### config.mk
export PLATFORM = sky130hd
export DESIGN_NAME = ex_mem_latch
export DESIGN_NICKNAME = d
export VERILOG_FILES = /design/src/rtl/ex_mem_latch.sv
export SDC_FILE = /design/constraint.sdc
export NUM_CORES = 1
export LEC_CHECK = 0
export ABC_AREA = 1
export BUFFER_PORTS_ARGS = -buffer_cell sky130_fd_sc_hd__buf_2
export CORE_ASPECT_RATIO = 1.2
export CORE_MARGIN = 4
export CORE_UTILIZATION = 43
export CTS_CLUSTER_DIAMETER = 50
export DETAILED_ROUTE_END_ITERATION = 10
export GPL_ROUTABILITY_DRIVEN = 1
export PLACE_DENSITY = 0.76
export REMOVE_ABC_BUFFERS = 1
export SETUP_SLACK_MARGIN = 0.2
export SYNTH_ARGS = -nofsm -noshare
export SYNTH_HDL_FRONTEND = slang
export SYNTH_SLANG_ARGS = --single-unit
### constraint.sdc
create_clock -name CLK -period 1.2 [get_ports CLK]
set_clock_uncertainty 0.15 [all_clocks]
set_input_delay 0.06 -clock CLK [delete_from_list [all_inputs] [get_ports CLK]]
set_output_delay 0.06 -clock CLK [all_outputs]
set_load 0.005 [all_outputs]
### src/rtl/ex_mem_latch.sv
// EX/MEM pipeline register: holds an outstanding data-memory request until dhit,
// turns flushed/invalid slots into bubbles, and freezes on halt. Optional stall counter under EX_MEM_STALL_CNT_EN.
module ex_mem_latch (
  input  logic        CLK,
  input  logic        nRST,
  input  logic        ihit,
  input  logic        dhit,
  input  logic        flush,
  input  logic        ex_valid,
  input  logic [31:0] ex_alu_out,
  input  logic [31:0] ex_store_data,
  input  logic [31:0] ex_npc,
  input  logic [4:0]  ex_reg_wr,
  input  logic        ex_reg_wen,
  input  logic        ex_dren,
  input  logic        ex_dwen,
  input  logic        ex_halt,
  output logic [31:0] mem_alu_out,
  output logic [31:0] mem_store_data,
  output logic [31:0] mem_npc,
  output logic [4:0]  reg_wr_mem,
  output logic        mem_reg_wen,
  output logic        dmemREN,
  output logic        dmemWEN,
  output logic        mem_halt,
`ifdef EX_MEM_STALL_CNT_EN
  output logic [31:0] stall_cnt,
`endif
  output logic        mem_busy
);

  logic advance;
  logic bubble;

  assign mem_busy = dmemREN | dmemWEN;
  // A halted stage never advances again, so every output stays frozen until reset.
  assign advance  = (dhit | (ihit & ~mem_busy)) & ~mem_halt;
  assign bubble   = flush | ~ex_valid;

  always_ff @(posedge CLK or negedge nRST) begin
    if (!nRST) begin
      mem_alu_out    <= '0;
      mem_store_data <= '0;
      mem_npc        <= '0;
      reg_wr_mem     <= '0;
      mem_reg_wen    <= 1'b0;
      dmemREN        <= 1'b0;
      dmemWEN        <= 1'b0;
      mem_halt       <= 1'b0;
    end else if (advance) begin
      if (bubble) begin
        mem_alu_out    <= '0;
        mem_store_data <= '0;
        mem_npc        <= '0;
        reg_wr_mem     <= '0;
        mem_reg_wen    <= 1'b0;
        dmemREN        <= 1'b0;
        dmemWEN        <= 1'b0;
        mem_halt       <= 1'b0;
      end else begin
        mem_alu_out    <= ex_alu_out;
        mem_store_data <= ex_store_data;
        mem_npc        <= ex_npc;
        // Non-writing instructions expose register 0 so forwarding never matches them.
        reg_wr_mem     <= ex_reg_wen ? ex_reg_wr : 5'd0;
        mem_reg_wen    <= ex_reg_wen;
        dmemREN        <= ex_dren & ~ex_dwen;
        dmemWEN        <= ex_dwen;
        mem_halt       <= ex_halt;
      end
    end
  end

`ifdef EX_MEM_STALL_CNT_EN
  always_ff @(posedge CLK or negedge nRST) begin
    if (!nRST) begin
      stall_cnt <= '0;
    end else if (mem_busy && !dhit && !mem_halt && stall_cnt != 32'hFFFF_FFFF) begin
      stall_cnt <= stall_cnt + 32'd1;
    end
  end
`endif

endmodule
---- After elaboration in Yosys (flattened, before gate mapping) ----
Index checks and enable logic that the tools add are counted.
operators by class
  bitwise gates (word level) .............. 10
  muxes and demuxes ....................... 9
operators by type and width
  operator            count
  two-way mux 32 bit  3
  two-way mux 5 bit   2
  two-way mux 1 bit   4
  NOT 1 bit           4
  bitwise AND 1 bit   3
  bitwise OR 1 bit    3
word-level totals
  word-level logic and storage cells ...... 27
  output and inout port bits .............. 106
  bits in registers ....................... 105

---- Logic depth before layout (Yosys ltp) ----
Gate-level depths: netlist of run 1.
  depth after elaboration ................. 5
  mapped depth ............................ 8

---- Worst setup path before layout of run 1 ----
OpenSTA, ideal clock, no wires.
  path type ............................... register to register
  start point ............................. register dmemWEN
  end point ............................... register mem_npc[14]
  cell stages (with the launch flop) ...... 9
  setup slack ............................. -0.177 ns
  setup time .............................. 0.117 ns
  clock period less this slack ............ 1.377 ns
  arrival ................................. 1.110 ns
  buffers on the path ..................... 2
  required time ........................... 0.933 ns
  path through ............................ dfrtp_1 > nor2_1 > nand2_1 > nand2_2 > nand2_2 > buf_6 > buf_6 > nand2_1 > nand2_1
on the way
  cells in the longest elaborated chain, start to end .. 5
ends and longest elaborated chain
  what                    line  RTL
  start, declared         24    output logic dmemWEN,
  start signal, assigned  68    dmemWEN <= ex_dwen;
  bitwise OR 1 bit        35    assign mem_busy = dmemREN | dmemWEN;
  NOT 1 bit               37    assign advance = (dhit | (ihit & ~mem_busy)) & ~mem_halt;
  bitwise AND 1 bit       37
  bitwise OR 1 bit        37
  bitwise AND 1 bit       37
  end signal, assigned    63    mem_npc <= ex_npc;
  end, declared           20    output logic [31:0] mem_npc,
No other way between the ends.
A chain may end at the register's enable or synchronous reset.

---- Worst setup path in the final report of run 1 ----
  start point ............................. register dmemWEN
  end point ............................... register mem_alu_out[9]
on the way
  cells in the longest elaborated chain, start to end .. 5
ends and longest elaborated chain
  what                  line  RTL
  bitwise OR 1 bit      35
  NOT 1 bit             37
  bitwise AND 1 bit     37
  bitwise OR 1 bit      37
  bitwise AND 1 bit     37
  end signal, assigned  61    mem_alu_out <= ex_alu_out;
  end, declared         18    output logic [31:0] mem_alu_out,
No other way between the ends.

==> metrics.json, run 1 <==
{
  "fin_crit_sh_pct": 127,
  "worstSetupEndpoint": "mem_alu_out[9]$_DFFE_PN0P_",
  "timing.hold.worst.class": "in -> async",
  "endpoint_kind": "flip-flop",
  "cts_tree": "yes",
  "critical_path_most_common_cell": "sky130_fd_sc_hd__nand2_1",
  "cts-root-buf": "sky130_fd_sc_hd__clkbuf_16",
  "failed_checks": "setup timing",
  "place_hpwl_um": 9640,
  "synth_register_bits": 105,
  "cts_htree_levels": 3,
  "finalCriticalPeriod_ns": 1.53,
  "run_status": "finished with violations",
  "relSlewSlack_pct": 77.2,
  "grt_max_degree": 52,
  "fill_cells": 749,
  "synth_area_per_cell_um2": 7.38,
  "critical_path.reg2reg.startpoint": "dmemWEN$_DFFE_PN0P_",
  "detail_route.drc_violations": 0,
  "worstMarginPinSlew_ns": 0.342,
  "final.setup.worst_slack_ns": -0.326,
  "die_w_um": 107,
  "setup-tns-final_ns": -27.20,
  "initial_drc_count": 426,
  "clkSlewWorstSetupHoldPaths_ns": 0.07,
  "routedWlPerCell_um": 16.6,
  "worst_path_max_delay_cell": "sky130_fd_sc_hd__dfrtp_1",
  "cap_viol_max_count": 0,
  "io_buffers": 216,
  "netlist-cell-type-count": 13,
  "routabilityCongestion": 0.800,
  "design.final.nets": 1167,
  "r2r.worst_path.cells": 7,
  "ys.warnings.count": 0,
  "grt_setup_unrepaired": "true",
  "routedLengthMet1_um": 7150,
  "critical_path.startpoint_type": "flip-flop",
  "final-setup-viol-count": 108,
  "top_layer_used": "met4",
  "power.static_leakage_uw": 0.00537,
  "cts-buffers-inserted": 9,
  "multi_input_comb_area_um2": 1840,
  "max_clock_freq_mhz": 655,
  "cp_max_fo": 27,
  "dr_wl_met2_um": 10600,
  "vias": 5978,
  "syn-cell-area_um2": 5020,
  "post_drt_via_cell_ratio": 4.91,
  "dpl_worst_slack_ns": -0.237,
  "final-seq-area_um2": 2630,
  "pwr_density_nw_per_um2": 955,
  "1st_pass_router_iterations": 5,
  "clock_path_buffers": 2,
  "ant_nets": 0,
  "critical-path-max-stage-delay_ns": 0.40,
  "ios": 217,
  "max-vdd-ir-drop_mv": 0.700,
  "worstSetupPathType": "reg -> reg",
  "wirelength_um": 20200,
  "seq_area_frac_synth_pct": 52.3,
  "finalHoldViolations": 0,
  "proportion_of_layout_cells_with_a_drive_suffix_above_1_pct": 32.2,
  "r2r_end": "mem_alu_out[9]$_DFFE_PN0P_",
  "placement_rows": 42,
  "drv_slew": 0,
  "grt_pass1_wl_um": 28200,
  "area_delta_synth_final_pct": 70.6,
  "syn-instance-count": 680,
  "worst_skew_pair.late_latency_ns": 0.34,
  "antenna_found_initial": 1,
  "timing.critical_path.arrival_ns": 1.60,
  "fp.dieArea_um2": 13500,
  "critical_path_required_ns": 1.28,
  "reg2reg_setup_slack_ns": -0.33,
  "die_h_um": 126,
  "initial_utilization_pct": 44.6,
  "grt_util_all_layers_pct": 25.9,
  "wl_met3_um": 1230,
  "total_congestion_overflow_after_global_routing": 0,
  "cell_chain_critical_path": "nor2_2 > nand2_2 > nand2_4 > nand2_8 > buf_12 > nand2_1 > nand2_1",
  "floorplan.core_area_um2": 11200,
  "cts_num_sinks": 105,
  "first_global_vias": 5856,
  "critPathLaunch": "dmemWEN$_DFFE_PN0P_"
}
## power breakdown
group	total [uW]	internal, uW	switching [uW]
clock	3660	2360	1300
combinational	986	528	458
sequential	3540	3540	0
total	8180	6430	1750
## how the worst min path moves through the flow
stage                     startpoint  slack (ns)                           to  depth (start not counted)
final                           nRST        0.02  mem_alu_out[30]$_DFFE_PN0P_                          2
after global routing            nRST        0.05      mem_npc[23]$_DFFE_PN0P_                          2
after CTS                       nRST        0.01      mem_npc[23]$_DFFE_PN0P_                          2
after detailed placement        nRST       -0.16  mem_alu_out[30]$_DFFE_PN0P_                          1
after global placement          nRST       -0.17      mem_npc[18]$_DFFE_PN0P_                          1
after floorplan                 nRST       -0.39          dmemREN$_DFFE_PN0P_                          0
## placed cells by master (no fill, tap or decap)
cell type	synthesis	routed
sky130_fd_sc_hd__nand3_4	0	1
sky130_fd_sc_hd__dlygate4sd3_1	0	106
sky130_fd_sc_hd__buf_16	0	3
sky130_fd_sc_hd__nand2_8	0	1
sky130_fd_sc_hd__nand2_4	0	2
sky130_fd_sc_hd__nand3_2	0	3
sky130_fd_sc_hd__clkinv_2	0	2
sky130_fd_sc_hd__inv_1	101	100
sky130_fd_sc_hd__diode_2	0	2
sky130_fd_sc_hd__nand2_1	217	203
sky130_fd_sc_hd__nor2_1	105	104
sky130_fd_sc_hd__bufinv_16	0	4
sky130_fd_sc_hd__buf_2	16	212
sky130_fd_sc_hd__nor2_2	0	1
sky130_fd_sc_hd__clkbuf_16	0	14
sky130_fd_sc_hd__buf_4	6	62
sky130_fd_sc_hd__buf_12	0	12
sky130_fd_sc_hd__buf_8	0	1
sky130_fd_sc_hd__dfrtp_1	105	105
sky130_fd_sc_hd__nand3_1	104	100
sky130_fd_sc_hd__buf_6	7	8
sky130_fd_sc_hd__nand3b_1	1	1
sky130_fd_sc_hd__clkbuf_8	0	2
sky130_fd_sc_hd__nand2_2	2	13
sky130_fd_sc_hd__inv_2	1	1
## timing repair
item / CTS / global route
hold buffers: 106 / 0
gates cloned: 2 / 8
endpoints found under the setup margin: 211 / 211
pin swaps: 2 / 6
resized for setup: 12 / 25
setup buffers: 3 / 53
hold endpoints to repair: 210 / 0
## layer usage
layer  global-route usage [%]  vias up
met1                     28.1     2769
met2                     46.1      339
met5                        0        -
met3                     4.07       92
li1                         -     2778
met4                     17.7        0
## kinds of logic after synthesis
group / after synthesis / synth area share, %
buffers and inverters: 146 / 12.8
DFF: 105 / 52.3
and+or+nand+nor: 429 / 34.8
## stage by stage
step	util (%)	instance area, um2	power (uW)	cells	hold WS [ns]
after floorplan	-	4760	3820	636	-0.386
after global placement	56.5	6350	4190	1027	-0.166
after detailed placement	56.5	6350	4190	1027	-0.162
after CTS	70.3	7910	8110	1154	0.0103
after global routing	76.1	8560	8450	1216	0.0484
final	76.2	8570	8180	1217	0.0223
## critical path: cells and delay by family, from the launching register on
family	cells	cell delay, ns
flops	1	0.40
simple gates	6	0.66
buf+inv	1	0.19
## synth_stat cells
| cell type | instances | area (um2) |
|---|---|---|
| sky130_fd_sc_hd__nor2_1 | 105 | 394 |
| sky130_fd_sc_hd__nand2_2 | 2 | 12.5 |
| sky130_fd_sc_hd__clkbuf_1 | 10 | 37.5 |
| sky130_fd_sc_hd__dfrtp_1 | 105 | 2630 |
| sky130_fd_sc_hd__buf_4 | 6 | 45.0 |
| sky130_fd_sc_hd__nand2_1 | 217 | 815 |
| sky130_fd_sc_hd__nand3_1 | 104 | 521 |
| sky130_fd_sc_hd__buf_6 | 7 | 78.8 |
| sky130_fd_sc_hd__inv_2 | 1 | 3.75 |
| sky130_fd_sc_hd__nand3b_1 | 1 | 7.51 |
| sky130_fd_sc_hd__inv_1 | 101 | 379 |
| sky130_fd_sc_hd__buf_2 | 16 | 80.1 |
| sky130_fd_sc_hd__buf_1 | 5 | 18.8 |
## flip-flops by register name, summed over array words and instances (netlist names)
| register | cells |
|---|---|
| mem_alu_out | 32 |
| mem_npc | 32 |
| mem_store_data | 32 |
| reg_wr_mem | 5 |
| dmemREN | 1 |
| dmemWEN | 1 |
| mem_halt | 1 |
| mem_reg_wen | 1 |
## layout make-up
cell class | instances | share of cell area [%]
well taps | 154 | 2.25
diodes | 2 | 0.0584
inverters | 102 | 4.48
repair buffers | 409 | 36.7
clock buffers | 11 | 2.95
flip-flops and latches | 105 | 30.7
multi-input cells | 429 | 21.5
clock inverters | 5 | 1.46
Power figures use the tool's default switching activity.
==> run 2, diff against run 1 <==
--- a/config.mk
+++ b/config.mk
@@ -9,13 +9,15 @@
 export BUFFER_PORTS_ARGS = -buffer_cell sky130_fd_sc_hd__buf_2
 export CORE_ASPECT_RATIO = 1.2
 export CORE_MARGIN = 4
-export CORE_UTILIZATION = 43
+export CORE_UTILIZATION = 45
+export CTS_BUF_LIST = sky130_fd_sc_hd__clkbuf_8
 export CTS_CLUSTER_DIAMETER = 50
 export DETAILED_ROUTE_END_ITERATION = 10
 export GPL_ROUTABILITY_DRIVEN = 1
-export PLACE_DENSITY = 0.76
+export PLACE_DENSITY = 0.79
 export REMOVE_ABC_BUFFERS = 1
 export SETUP_SLACK_MARGIN = 0.2
+export SKIP_LAST_GASP = 1
 export SYNTH_ARGS = -nofsm -noshare
 export SYNTH_HDL_FRONTEND = slang
 export SYNTH_SLANG_ARGS = --single-unit
==> run 2 against run 1 <==
The flow still finishes with violations (setup timing). Combinational power shrank 0.7%. Count of clock-buffer cells in the layout shrank 1. Cell count shrank 0.16%. Global-route usage shrank 0.62 points. Core utilization grew 2.5 points. Setup slack lost 0.014 ns. Non-clock buffer count grew 20. Register-to-register slack is essentially flat. Fmax shrank 0.90%. Sequential power is essentially flat. Power shrank 17%. Design area grew 0.85%. Highest routed layer unchanged.
==> metrics.json, run 2 (synthesis gave the netlist of run 1 again) <==
{
  "routabilityCongestion": 0.792,
  "final-setup-viol-count": 108,
  "relSlewSlack_pct": 79.2,
  "worstMarginPinSlew_ns": 0.313,
  "initial_utilization_pct": 45.7,
  "placement_rows": 42,
  "cell_chain_critical_path": "nor2_2 > nand2_2 > nand2_8 > buf_6 > clkbuf_16 > nand3_1 > nand2_1",
  "fill_cells": 637,
  "worstSetupPathType": "reg -> reg",
  "final_common_cell": "sky130_fd_sc_hd__buf_2",
  "first_global_vias": 5422,
  "dpl_worst_slack_ns": -0.231,
  "grt_pass1_wl_um": 26500,
  "finalHoldViolations": 0,
  "wirelength_um": 20400,
  "finalCriticalPeriod_ns": 1.54,
  "1st_pass_router_iterations": 5,
  "critical-path-max-stage-delay_ns": 0.42,
  "timing.hold.worst.class": "in -> async",
  "largestRegisters": "mem_alu_out (32), mem_npc (32), mem_store_data (32)",
  "routedWlPerCell_um": 16.8,
  "floorplan.core_area_um2": 11000,
  "layout_common_cells": "sky130_fd_sc_hd__buf_2, sky130_fd_sc_hd__nand2_1, sky130_fd_sc_hd__dlygate4sd3_1",
  "cts_htree_levels": 3,
  "cts_tree": "yes",
  "critical_path_required_ns": 1.35,
  "max_clock_freq_mhz": 649,
  "setup-tns-final_ns": -30.87,
  "worst_hold_slack_ns": 0.00679,
  "fp.dieArea_um2": 12900,
  "design.final.nets": 1189,
  "worst_path_max_delay_cell": "sky130_fd_sc_hd__dfrtp_1",
  "max-vdd-ir-drop_mv": 0.514,
  "grt_util_all_layers_pct": 25.3,
  "area_delta_synth_final_pct": 72.1,
  "clkSlewWorstSetupHoldPaths_ns": 0.11,
  "proportion_of_layout_cells_with_a_drive_suffix_above_1_pct": 34.1,
  "postPlaceCellArea_um2": 6320,
  "pwr_density_nw_per_um2": 783,
  "cp_max_fo": 17,
  "grt_max_degree": 44,
  "cts-buffers-inserted": 9,
  "post_drt_via_cell_ratio": 5.03,
  "die_w_um": 104,
  "antenna_found_initial": 0,
  "die_h_um": 124,
  "timing.critical_path.arrival_ns": 1.69,
  "clock_path_buffers": 2,
  "run_status": "finished with violations",
  "cts_num_sinks": 105,
  "total_congestion_overflow_after_global_routing": 0,
  "vias": 6108,
  "cts-root-buf": "sky130_fd_sc_hd__clkbuf_8",
  "num_antenna_cells": 0,
  "final.setup.worst_slack_ns": -0.340,
  "critical_path.startpoint_type": "flip-flop",
  "final_design_area_no_fill_um2": 8640,
  "fin_crit_sh_pct": 128,
  "ios": 217,
  "worst_skew_pair.late_latency_ns": 0.35,
  "cap_viol_max_count": 0,
  "initial_drc_count": 407,
  "drv_slew": 0,
  "detail_route.drc_violations": 0,
  "ant_nets": 0,
  "endpoint_kind": "flip-flop",
  "failed_checks": "setup timing",
  "power.static_leakage_uw": 0.00544,
  "grt_setup_unrepaired": "true",
  "place_hpwl_um": 9300,
  "io_buffers": 216,
  "total_power_uw": 6770
}
==> run 2: cell types whose count changed in the layout (fill, tap and decap cells not counted), sizes merged <==
cell,delta
buf,+15
bufinv,-3
clkbuf,+4
clkinv,+3
clkinvlp,+1
diode,-2
nand2,+2
==> run 2: worst max-delay path: cells and delay by family (launching register included) <==
kind | cells | cell delay, ns
DFF | 1 | 0.42
buffers and inverters | 2 | 0.33
and+or+nand+nor | 5 | 0.58
==> run 2: power by group <==
part	total (uW)	internal, uW	switching (uW)	leakage [uW]
Combinational	979	525	454	0.00388
Clock	2250	1010	1240	0.000102
Sequential	3540	3540	0	0.00146
==> run 2: worst paths after layout <==
check / from / endpoint / slack (ns) / cells past startpoint
max in group asynchronous: nRST / mem_npc[12]$_DFFE_PN0P_ / 0.34 / 3
min: nRST / mem_alu_out[21]$_DFFE_PN0P_ / 0.007 / 2
min reg2reg: mem_store_data[20]$_DFFE_PN0P_ / mem_store_data[20]$_DFFE_PN0P_ / 0.33 / 2
min in group CLK: ex_valid / reg_wr_mem[0]$_DFFE_PN0P_ / 0.06 / 5
max reg2reg: dmemWEN$_DFFE_PN0P_ / mem_alu_out[9]$_DFFE_PN0P_ / -0.34 / 7
max: dmemWEN$_DFFE_PN0P_ / mem_alu_out[9]$_DFFE_PN0P_ / -0.34 / 7
==> run 2: cell type report <==
class | count | area [um2] | share of cell area [%]
inverter | 102 | 384 | 4.45
tap | 132 | 165 | 1.91
timing repair buffer | 429 | 3380 | 39.1
clock inverter | 6 | 57.6 | 0.666
multi-input combinational | 431 | 1890 | 21.9
clock buffer | 10 | 138 | 1.59
sequential | 105 | 2630 | 30.4
==> run 2: per-stage QoR <==
stage	utilization, %	std cells
after floorplan	-	636
after global placement	57.6	1007
after detailed placement	57.6	1007
after CTS	71.6	1155
after global routing	78.7	1215
final	78.7	1215
==> run 2: what timing repair did <==
action | in CTS | in global routing
endpoints found under the hold margin | 210 | 0
gates resized for setup | 17 | 34
gates cloned | 1 | 18
pin swaps | 0 | 4
setup endpoints to repair | 211 | 211
buffers inserted | 25 | 42
hold buffers | 106 | 0
==> run 2: metal layers <==
| layer | wire length [um] | up-vias | track usage (%) |
|---|---|---|---|
| met3 | 1510 | 102 | 3.99 |
| li1 | - | 2817 | - |
| met1 | 7100 | 2805 | 30.1 |
| met2 | 10700 | 384 | 44.5 |
| met5 | 0 | - | 0 |
| met4 | 1110 | 0 | 13.5 |
==> run 3, diff against run 2 <==
--- a/config.mk
+++ b/config.mk
@@ -15,7 +15,6 @@
 export DETAILED_ROUTE_END_ITERATION = 10
 export GPL_ROUTABILITY_DRIVEN = 1
 export PLACE_DENSITY = 0.79
-export REMOVE_ABC_BUFFERS = 1
 export SETUP_SLACK_MARGIN = 0.2
 export SKIP_LAST_GASP = 1
 export SYNTH_ARGS = -nofsm -noshare
==> run 3 against run 2 <==
The run still ends with setup timing left. Combinational power decreased by 6.6%. Critical path depth unchanged. Setup slack better by 0.084 ns. Clock power fell by 13%. Via count down 4.4%. Cell count decreased by 1.9%. Critical path type unchanged. Largest cell class unchanged.
==> metrics.json, run 3 (synthesis gave the netlist of run 1 again) <==
{
  "fin_crit_sh_pct": 121,
  "detail_route.drc_violations": 0,
  "io_buffers": 216,
  "total_congestion_overflow_after_global_routing": 0,
  "failed_checks": "setup timing",
  "critical_path_required_ns": 1.28,
  "cts-root-buf": "sky130_fd_sc_hd__clkbuf_8",
  "critical_path.reg2reg.startpoint": "dmemWEN$_DFFE_PN0P_",
  "layout_common_cells": "sky130_fd_sc_hd__nand2_1, sky130_fd_sc_hd__buf_2, sky130_fd_sc_hd__dlygate4sd3_1",
  "cp_max_fo": 22,
  "wirelength_um": 18300,
  "placement_rows": 42,
  "post_drt_via_cell_ratio": 4.90,
  "cts_num_sinks": 105,
  "final_design_area_no_fill_um2": 8160,
  "setup-tns-final_ns": -22.80,
  "clock_path_buffers": 2,
  "grt_util_all_layers_pct": 25.0,
  "r2r_end": "mem_store_data[6]$_DFFE_PN0P_",
  "ant_nets": 0,
  "ios": 217,
  "final.setup.worst_slack_ns": -0.256,
  "worstSetupPathType": "reg -> reg",
  "worst_hold_slack_ns": 0.0521,
  "cts-buffers-inserted": 9,
  "max-vdd-ir-drop_mv": 0.477,
  "dpl_worst_slack_ns": -0.218,
  "largestRegisters": "mem_alu_out (32), mem_npc (32), mem_store_data (32)",
  "cap_viol_max_count": 0,
  "place_hpwl_um": 9220,
  "grt_max_degree": 64,
  "run_status": "finished with violations",
  "grt_setup_unrepaired": "true",
  "synthesis.nets": 791,
  "worst_skew_pair.late_latency_ns": 0.35,
  "final_common_cell": "sky130_fd_sc_hd__nand2_1",
  "max_clock_freq_mhz": 687,
  "cts_tree": "yes",
  "antenna_found_initial": 0,
  "routedWlPerCell_um": 15.3,
  "relSlewSlack_pct": 77.1,
  "num_antenna_cells": 0,
  "design.final.nets": 1168,
  "worstMarginPinSlew_ns": 0.343,
  "final-setup-viol-count": 108,
  "power.static_leakage_uw": 0.00524,
  "reg2reg_setup_slack_ns": -0.26,
  "pwr_density_nw_per_um2": 785,
  "initial_drc_count": 414,
  "grt_pass1_wl_um": 26000,
  "clkSlewWorstSetupHoldPaths_ns": 0.09,
  "critPathBufInv": 1,
  "first_global_vias": 5377,
  "fp.dieArea_um2": 12900,
  "total_power_uw": 6400,
  "timing.critical_path.arrival_ns": 1.54,
  "cell_chain_critical_path": "nor2_2 > nand2_2 > nand2_8 > nand2_8 > buf_12 > nand2_1 > nand2_1",
  "cts_htree_levels": 3,
  "worst_path_max_delay_cell": "sky130_fd_sc_hd__dfrtp_1",
  "postPlaceCellArea_um2": 6290,
  "finalCriticalPeriod_ns": 1.46,
  "1st_pass_router_iterations": 5,
  "path_depth": 7,
  "r2r.worst_path.cells": 7,
  "finalHoldViolations": 0,
  "critPathLaunch": "dmemWEN$_DFFE_PN0P_",
  "routabilityCongestion": 0.788,
  "drv_slew": 0,
  "proportion_of_layout_cells_with_a_drive_suffix_above_1_pct": 30.3,
  "endpoint_kind": "flip-flop",
  "worstSetupEndpoint": "mem_store_data[6]$_DFFE_PN0P_",
  "cp_top_family": "simple AND/OR/NAND/NOR gates",
  "initial_utilization_pct": 45.7,
  "critical_path.startpoint_type": "flip-flop",
  "die_w_um": 104,
  "critical-path-max-stage-delay_ns": 0.41,
  "floorplan.core_area_um2": 11000,
  "timing.hold.worst.class": "in -> reg",
  "area_delta_synth_final_pct": 62.6,
  "vias": 5839,
  "die_h_um": 124
}
## run 3: cell types whose count changed in the layout (fill, tap and decap cells not counted), moves of 2 or more
cell	previous run	this run
sky130_fd_sc_hd__buf_4	72	69
sky130_fd_sc_hd__nand2_1	196	215
sky130_fd_sc_hd__clkinv_2	5	1
sky130_fd_sc_hd__nand2_4	7	1
sky130_fd_sc_hd__nand3_1	102	104
sky130_fd_sc_hd__nand3_2	2	0
sky130_fd_sc_hd__nand2_2	16	1
sky130_fd_sc_hd__inv_1	100	104
sky130_fd_sc_hd__buf_6	13	7
sky130_fd_sc_hd__buf_16	3	0
sky130_fd_sc_hd__clkbuf_16	10	3
## run 3: repair_timing
action | CTS | global route
hold endpoints to repair | 210 | 0
buffers inserted | 28 | 36
pin swaps | 0 | 2
gates resized for setup | 4 | 7
hold buffers | 106 | 0
setup endpoints to repair | 211 | 211
cloned | 0 | 5
## run 3: per-layer routing
layer	vias to the layer above	GRT usage (%)	wire, um	share of wire [%]
met4	0	12.7	996	5.5
met5	-	0	0	0
met1	2675	30.0	6570	36
met2	308	43.9	9460	52
met3	87	4.15	1250	6.9
li1	2769	-	-	-
## run 3: worst min-delay path by stage
stage                   from                        endpoint  slack [ns]  cells past startpoint
finish              ex_valid          mem_npc[4]$_DFFE_PN0P_        0.05                      5
floorplan               nRST             dmemREN$_DFFE_PN0P_       -0.39                      0
global route        ex_valid          mem_npc[1]$_DFFE_PN0P_        0.07                      5
detailed placement      nRST  mem_store_data[14]$_DFFE_PN0P_       -0.09                      2
CTS                 ex_valid          mem_npc[1]$_DFFE_PN0P_        0.03                      5
global placement        nRST  mem_store_data[18]$_DFFE_PN0P_       -0.09                      2
## run 3: power by group
| group | internal, uW | leakage [uW] | switching, uW |
|---|---|---|---|
| registers | 3530 | 0.00146 | 0 |
| clock network | 827 | 0.0000951 | 1130 |
| logic | 489 | 0.00368 | 424 |
| total | 4850 | 0.00524 | 1550 |
## run 3: layout make-up
type,instances,area [um2]
Inverter,102,384
Clock inverter,3,11.3
Clock buffer,11,151
Tap cell,132,165
Sequential cell,105,2630
Timing Repair Buffer,410,3030
Multi-Input combinational cell,429,1790
Fill cell,711,2820
## run 3: tightest hold or removal path: cells and delay by family
family	cells	cell delay [ns]
AND/OR/NAND/NOR	4	0.35
buffers and inverters	1	0.12
## run 3: stage by stage
| step | utilization, % | instances |
|---|---|---|
| after global placement | 57.3 | 1003 |
| after detailed placement | 57.3 | 1003 |
| final | 74.3 | 1192 |
| after floorplan | - | 680 |
| after global routing | 74.3 | 1192 |
| after CTS | 70.6 | 1151 |
